**src/rtl/a0_ctrl_sequencer.sv**
```systemverilog
// Control sequencer for the a0 register datapath: turns an opcode/count request
// into registered mux selects and a0 write strobes with a settle cycle before each write.
module a0_ctrl_sequencer #(
    parameter int COUNT_W = 4,
    parameter int OP_W    = 3
) (
    input  logic               CLK,
    input  logic               RST,
    input  logic               start,
    input  logic [OP_W-1:0]    opcode,
    input  logic [COUNT_W-1:0] count,
    output logic               CTRL1,
    output logic               CTRL5,
    output logic               CTRL6,
    output logic               a0_write,
    output logic               busy,
    output logic               done,
    output logic               illegal
);

    typedef enum logic [2:0] {
        ST_IDLE   = 3'd0,
        ST_DECODE = 3'd1,
        ST_SETUP  = 3'd2,
        ST_WRITE  = 3'd3,
        ST_DONE   = 3'd4
    } state_t;

    localparam logic [OP_W-1:0]    OP_NOP   = OP_W'(3'd0);
    localparam logic [OP_W-1:0]    OP_LOAD  = OP_W'(3'd1);
    localparam logic [OP_W-1:0]    OP_MOVA1 = OP_W'(3'd2);
    localparam logic [OP_W-1:0]    OP_SUB   = OP_W'(3'd3);
    localparam logic [OP_W-1:0]    OP_SUBN  = OP_W'(3'd4);
    localparam logic [COUNT_W-1:0] CNT_ZERO = {COUNT_W{1'b0}};
    localparam logic [COUNT_W-1:0] CNT_ONE  = {{(COUNT_W-1){1'b0}}, 1'b1};

    state_t               state_r, next_state_s;
    logic [OP_W-1:0]      op_r, op_next_s;
    logic [COUNT_W-1:0]   count_r, count_next_s;
    logic [COUNT_W-1:0]   remain_r, remain_next_s, remain_dec_s;
    logic                 sel_active_s;
    logic                 ctrl1_next_s, ctrl5_next_s, ctrl6_next_s;
    logic                 a0_write_next_s, busy_next_s, done_next_s, illegal_next_s;

    function automatic logic op_is_illegal(input logic [OP_W-1:0] op);
        return (op > OP_SUBN);
    endfunction

    // State, latched request and registered outputs
    always_ff @(posedge CLK or posedge RST) begin
        if (RST) begin
            state_r  <= ST_IDLE;
            op_r     <= {OP_W{1'b0}};
            count_r  <= CNT_ZERO;
            remain_r <= CNT_ZERO;
            CTRL1    <= 1'b0;
            CTRL5    <= 1'b0;
            CTRL6    <= 1'b0;
            a0_write <= 1'b0;
            busy     <= 1'b0;
            done     <= 1'b0;
            illegal  <= 1'b0;
        end else begin
            state_r  <= next_state_s;
            op_r     <= op_next_s;
            count_r  <= count_next_s;
            remain_r <= remain_next_s;
            CTRL1    <= ctrl1_next_s;
            CTRL5    <= ctrl5_next_s;
            CTRL6    <= ctrl6_next_s;
            a0_write <= a0_write_next_s;
            busy     <= busy_next_s;
            done     <= done_next_s;
            illegal  <= illegal_next_s;
        end
    end

    // Next-state logic, plus outputs decoded from the next state so they register in step with it
    always_comb begin
        next_state_s  = state_r;
        op_next_s     = op_r;
        count_next_s  = count_r;
        remain_next_s = remain_r;
        remain_dec_s  = remain_r;

        case (state_r)
            ST_IDLE: begin
                if (start) begin
                    op_next_s    = opcode;
                    count_next_s = count;
                    next_state_s = ST_DECODE;
                end else begin
                    next_state_s = ST_IDLE;
                end
            end
            ST_DECODE: begin
                if ((op_r == OP_NOP) || op_is_illegal(op_r) ||
                    ((op_r == OP_SUBN) && (count_r == CNT_ZERO))) begin
                    next_state_s = ST_DONE;
                end else if (op_r == OP_SUBN) begin
                    remain_next_s = count_r;
                    next_state_s  = ST_SETUP;
                end else begin
                    remain_next_s = CNT_ONE;
                    next_state_s  = ST_SETUP;
                end
            end
            ST_SETUP: begin
                next_state_s = ST_WRITE;
            end
            ST_WRITE: begin
                // Saturating decrement: the counter never wraps below zero
                if (remain_r >= CNT_ONE) begin
                    remain_dec_s = remain_r - CNT_ONE;
                end else begin
                    remain_dec_s = remain_r;
                end
                remain_next_s = remain_dec_s;
                if (remain_dec_s != CNT_ZERO) begin
                    next_state_s = ST_SETUP;
                end else begin
                    next_state_s = ST_DONE;
                end
            end
            ST_DONE: begin
                next_state_s = ST_IDLE;
            end
            default: begin
                next_state_s = ST_IDLE;
            end
        endcase

        sel_active_s    = (next_state_s == ST_SETUP) || (next_state_s == ST_WRITE);
        ctrl1_next_s    = sel_active_s && (op_r == OP_LOAD);
        ctrl5_next_s    = sel_active_s && (op_r == OP_MOVA1);
        ctrl6_next_s    = sel_active_s && ((op_r == OP_SUB) || (op_r == OP_SUBN));
        a0_write_next_s = (next_state_s == ST_WRITE);
        busy_next_s     = (next_state_s != ST_IDLE);
        done_next_s     = (next_state_s == ST_DONE);
        illegal_next_s  = (next_state_s == ST_DONE) && op_is_illegal(op_r);
    end

endmodule
```
**config.mk**
```make
export PLATFORM = sky130hd
export DESIGN_NAME = a0_ctrl_sequencer
export DESIGN_NICKNAME = d
export VERILOG_FILES = /design/src/rtl/a0_ctrl_sequencer.sv
export SDC_FILE = /design/constraint.sdc
export NUM_CORES = 1
export LEC_CHECK = 0
export BUFFER_PORTS_ARGS = -buffer_cell sky130_fd_sc_hd__buf_2
export CAP_MARGIN = 20
export CELL_PAD_IN_SITES_DETAIL_PLACEMENT = 0
export CELL_PAD_IN_SITES_GLOBAL_PLACEMENT = 2
export CORE_ASPECT_RATIO = 0.8
export CORE_MARGIN = 5
export CORE_UTILIZATION = 35
export CTS_BUF_LIST = sky130_fd_sc_hd__clkbuf_16
export DETAILED_ROUTE_END_ITERATION = 16
export PLACE_DENSITY = 0.88
export SLEW_MARGIN = 5
export SYNTH_ARGS = -nofsm -noshare
export SYNTH_HDL_FRONTEND = slang
export SYNTH_SLANG_ARGS = --single-unit
```
**constraint.sdc**
```tcl
create_clock -name CLK -period 2.1 [get_ports CLK]
set_input_delay 0.315 -clock CLK [delete_from_list [all_inputs] [get_ports CLK]]
set_output_delay 0.315 -clock CLK [all_outputs]
set_load 0.03 [all_outputs]
```
# [Word-level counts from Yosys, hierarchy flattened]
# Index checks and enable logic that the tools add are counted.
[op_classes] n_addsub=1 n_mul=0 div=0 n_lt_le_gt_ge=2 eq_ne=11 shifts=0 n_mux=9 bitwise_logic=0 n_reduce_logical=17
[op_table] operator="equality test 3 x 2 -> 1 bit (second input constant)" count=6
[op_table] operator="2-to-1 mux 4 bit" count=4
[op_table] operator="one-hot mux 3 bit (4 select lines)" count=1
[op_table] operator="one-hot mux 4 bit (2 select lines)" count=1
[op_table] operator="equality test 3 x 1 -> 1 bit (second input constant)" count=2
[op_table] operator="equality test 3 bit (second input constant)" count=2
[op_table] operator="logical NOT 3 bit" count=2
[op_table] operator="2-to-1 mux 3 bit" count=2
[op_table] operator="logical AND 1 bit" count=5
[op_table] operator=">= comparator 4 x 1 -> 1 bit (second input constant)" count=1
[op_table] operator="logical NOT 4 bit" count=1
[op_table] operator="logical OR 1 bit" count=4
[op_table] operator="AND reduction 2 bit" count=2
[op_table] operator="nonzero test 4 bit" count=1
[op_table] operator="subtractor 4 x 1 -> 4 bit (second input constant)" count=1
[op_table] operator="greater-than comparator 3 bit (second input constant)" count=1
[op_table] operator="nonzero test 3 bit" count=1
[op_table] operator="!= test 2 bit (second input constant)" count=1
[op_table] operator="nonzero test 2 bit" count=1
[op_table] operator="2-to-1 mux 1 bit" count=1
[totals] ff_bits=21 latch_bits=0 ramBits=0 romBits=0 wordCells=51 mem_count=0

# [Longest topological paths before layout]
[logic_depth] word_depth=9 depth_mapped=6 ltp_nobuf=6

# [Worst setup path after synthesis]
# OpenSTA, ideal clock, no wires.
[synth_timing] path_kind="register to register" start="register remain_r[0]" end="register CTRL1" arrival_ns=1.737 required_time_ns=1.975 slack_ns=0.238 path_stages_with_launch=7 synth_period_minus_slack_ns=1.862 cell_sequence="dfrtp_1 -> inv_1 -> ha_1 -> nor4b_4 -> mux2i_1 -> o311ai_2 -> a2111oi_0"
[synth_between] elab_chain_len=9 elab_cells_between_ends=11 cone_classes="1 x add/sub; 1 x order compare; 2 x eq/ne; 4 x mux; 3 x reduce/logical"
[synth_rtl] item="start: declaration" line="40" source="logic [COUNT_W-1:0] remain_r, remain_next_s, remain_dec_s;"
[synth_rtl] item="start signal: assignment" line="67" source="remain_r <= remain_next_s;"
[synth_rtl] item="subtractor 4 x 1 -> 4 bit / >= comparator 4 x 1 -> 1 bit (equally long branches)" line="114, 113"
[synth_rtl] item="2-to-1 mux 4 bit *" line="113" source="if (remain_r >= CNT_ONE) begin"
[synth_rtl] item="2-to-1 mux 4 bit *" line="86" source="case (state_r)"
[synth_rtl] item="nonzero test 4 bit *" line="119" source="if (remain_dec_s != CNT_ZERO) begin"
[synth_rtl] item="2-to-1 mux 3 bit *" line="119"
[synth_rtl] item="one-hot mux 3 bit (4 select lines) *" line="86"
[synth_rtl] item="equality test 3 x 2 -> 1 bit" line="133" source="sel_active_s = (next_state_s == ST_SETUP) || (next_state_s == ST_WRITE);"
[synth_rtl] item="logical OR 1 bit *" line="133"
[synth_rtl] item="logical AND 1 bit *" line="134" source="ctrl1_next_s = sel_active_s && (op_r == OP_LOAD);"
[synth_rtl] item="net ctrl1_next_s" line="42" source="logic ctrl1_next_s, ctrl5_next_s, ctrl6_next_s;"
[synth_rtl] item="end signal: assignment" line="68" source="CTRL1 <= ctrl1_next_s;"
[synth_rtl] item="end: declaration" line="12" source="output logic CTRL1,"
# Mark *: on every way through the listed nets, which the timed path passes. The rest lies on a longest branch. The select of a mux whose other input is x is not followed.
# A chain may end at the register's enable or synchronous reset.

# [Worst setup path in the final report]
[layout_timing] start="register remain_r[0]" end="register done"
[layout_between] elab_chain_len=7 elab_cells_between_ends=8 cone_classes="1 x add/sub; 1 x order compare; 1 x eq/ne; 4 x mux; 1 x reduce/logical"
[layout_rtl] item="subtractor 4 x 1 -> 4 bit / >= comparator 4 x 1 -> 1 bit (equally long branches)" line="114, 113"
[layout_rtl] item="2-to-1 mux 4 bit *" line="113"
[layout_rtl] item="2-to-1 mux 4 bit *" line="86"
[layout_rtl] item="nonzero test 4 bit *" line="119"
[layout_rtl] item="2-to-1 mux 3 bit *" line="119"
[layout_rtl] item="one-hot mux 3 bit (4 select lines) *" line="86"
[layout_rtl] item="equality test 3 bit *" line="139" source="done_next_s = (next_state_s == ST_DONE);"
[layout_rtl] item="net done_next_s" line="43" source="logic a0_write_next_s, busy_next_s, done_next_s, illegal_next_s;"
[layout_rtl] item="end signal: assignment" line="73" source="done <= done_next_s;"
[layout_rtl] item="end: declaration" line="17" source="output logic done,"
# Marks and branches as above.

==> impl_metrics.env <==
export IMPL_track_usage_pct=10.49
export IMPL_ff_latch_area_um2=526.8
export IMPL_io_pins=17
export IMPL_rows=17
export IMPL_setup_viol=0
export IMPL_clk_path_buf_depth=2
export IMPL_cts_reportedPaths_clkPinSlew_ns=0.05
export IMPL_syn_area_um2=1067
export IMPL_relSlewSlack_pct=47.59
export IMPL_cts_root_buf="clkbuf_16"
export IMPL_routed_wl_um=2166
export IMPL_fp_dieArea_um2=4261
export IMPL_grt_pass1_vias=763
export IMPL_drive_above_1_share_pct=39.68
export IMPL_path_max_fanout=5
export IMPL_hp_class="in2async"
export IMPL_rr_startpoint="remain_r[0]"
export IMPL_nets=141
export IMPL_power_density_nw_per_um2=1697
export IMPL_drcViolationCount=0
export IMPL_outcome="finished clean"
export IMPL_syn_area_per_cell_um2=10.57
export IMPL_syn_nets=115
export IMPL_dr_pass1_iters=4
export IMPL_die_x_um=71.74
export IMPL_htree_levels=1
export IMPL_finalCoreUtilization_pct=48.07
export IMPL_coreArea_um2=2850
export IMPL_drt_iter0_drc=30
export IMPL_critPathCaptureType="flip-flop"
export IMPL_fin_crit_ns=2.013
export IMPL_period_share_pct=95.87
export IMPL_synth_cell_types=32
export IMPL_start_util_pct=37.45
export IMPL_gp_congestion=0.8006
export IMPL_numPortBuffers=16
export IMPL_grt_pass1_wl_um=3470
export IMPL_ir_drop_mv=0.7995
export IMPL_diodes=0
export IMPL_drv_slew=0
export IMPL_ys_ff_latch=21
export IMPL_finalHoldViolCount=0
export IMPL_drv_cap=0
export IMPL_postLayoutCellArea_um2=1370
export IMPL_syn_to_final_growth_pct=28.37
export IMPL_dieHeight_um=59.39
export IMPL_yosys_warnings=0
export IMPL_cp_required_ns=2.26
export IMPL_multi_input_area_um2=539.3
export IMPL_cts_sinks=21
export IMPL_startpoint="remain_r[0]"
export IMPL_worstReg2RegEnd="done"
export IMPL_start_kind="flip-flop"
export IMPL_grt_overflow=0
export IMPL_tightest_slew_ns=0.7853
export IMPL_leakage_nw=0.6143
export IMPL_place_area_um2=1235
export IMPL_vias=819
export IMPL_syn_inst=101
export IMPL_seq_area_frac_synth_pct=49.24
export IMPL_avgViaCountPerCell=4.994
export IMPL_r2r_cells=7
export IMPL_antenna_found_initial=0
export IMPL_path_class="reg2reg"
export IMPL_cts_made_buffers=3
export IMPL_grt_start_max_net_pins=22
export IMPL_clock_latency_ns=0.25
export IMPL_ff2ff_setup_slack_ns=0.09
export IMPL_cp_arrival_ns=2.18
export IMPL_hold_buffers=0
export IMPL_hpwl_um=1599
export IMPL_skew_ns=0.003404
export IMPL_fillCellCount=281
export IMPL_tritoncts="done"
export IMPL_fmax_mhz=496.7
export IMPL_wire_per_inst_um=13.21
export IMPL_postRouteAntennaNets=0
-- kinds of logic after synthesis --
group,after synthesis,synth area share (%)
multiplexers,5,5.158
AND/OR/NAND/NOR,35,20.63
buffers and inverters,13,4.572
flip-flops,21,49.24
adder cells (fa/ha/maj),4,4.690
AO/OA/AOI/OAI,23,15.71
-- synthesized netlist by cell type, drive strengths merged --
library cell	n	share of area, %
o311ai	1	1.5
nand2	8	2.8
dfrtp	21	49
a32oi	2	1.6
a211oi	3	2.1
a311oi	1	1.4
nand4	1	0.59
inv	10	3.5
nand3	2	0.94
a2111oi	1	0.82
and2	2	1.4
nor3b	3	2.1
nor4b	3	3.9
a31oi	1	0.59
o221ai	1	0.82
o211ai	1	0.70
nor2b	2	1.2
nand2b	2	1.2
o211a	1	0.94
o21ai	7	3.3
or3b	1	0.82
ha	4	4.7
or2	1	0.59
or3	4	2.8
a21oi	4	1.9
mux2	4	4.2
nor3	2	0.94
mux2i	1	0.94
clkbuf	3	1.1
nor2	4	1.4
-- registers in the layout, indices dropped and copies added (netlist names) --
name      cells
done          1
op_r          3
state_r       3
illegal       1
CTRL6         1
count_r       4
CTRL5         1
a0_write      1
busy          1
remain_r      4
CTRL1         1
-- repair_timing --
| action | in CTS | in global routing |
|---|---|---|
| setup buffers | 0 | 2 |
| endpoints found under the hold margin | 0 | 0 |
| setup endpoints to repair | 0 | 3 |
| resized for setup | 0 | 12 |
-- layout by cell type, fill, tap and decap left out, drive strengths merged, types with 2 or more instances in the layout --
master  Yosys  final
a21oi       4      4
nor3        2      2
a211oi      3      3
nand2       8      8
a32oi       2      2
mux2        4      4
and2        2      2
o21ai       7      7
nor2b       2      2
dfrtp      21     21
inv        10     11
clkbuf      3      3
nand3       2      2
nor2        4      4
nand2b      2      2
nor3b       3      3
buf         0     24
or3         4      4
nor4b       3      3
ha          4      4
-- how the worst max path moves through the flow --
stage                 end  slack [ns]  cells after the start
2_1_floorplan       CTRL1        0.24                      6
3_3_place_gp        CTRL1        0.12                      6
3_5_place_dp        CTRL1        0.04                      6
4_1_cts             CTRL1        0.03                      6
5_1_grt        state_r[2]       -0.03                      7
6_report             done        0.09                      7
-- final cells by class --
class,count,area share (%)
inverters,10,2.740
clock inverters,1,0.2740
clock buffers,3,5.479
well taps,38,3.470
multi-input cells,67,39.36
repair buffers,24,10.23
flip-flops and latches,21,38.45
-- report_power, final --
group / total, mW / switching, mW / internal [mW]
Sequential: 0.729 / 0.146 / 0.582
Combinational: 1.21 / 0.667 / 0.544
Clock: 0.386 / 0.132 / 0.253
-- per-stage QoR --
stage	instances	hold WS (ns)	setup slack, ns	power, mW	TNS [ns]
after floorplan	101	0.2915	0.2377	1.473	0
after global placement	158	0.4938	0.1162	1.764	0
after detailed placement	158	0.5057	0.03915	1.781	0
after CTS	162	0.2418	0.02679	2.176	0
after global routing	164	0.2716	-0.03267	2.502	-0.09771
final	164	0.2081	0.08675	2.325	0
-- worst max-delay path, stage by stage (launching register included) --
cell and delay (ns):
dfrtp_2 0.45, inv_2 0.09, ha_2 0.20, nor4b_4 0.28, mux2i_2 0.15, buf_4 0.15, or3_4 0.39, a211oi_2 0.22
-- metal layers --
metal	vias up	wire length, um	track usage (%)
li1	412	-	-
met1	383	1010	14.11
met2	22	982	15.71
met3	2	161	4.407
met4	0	11	2.413
met5	-	0	0
(Power assumes the default switching activity.)
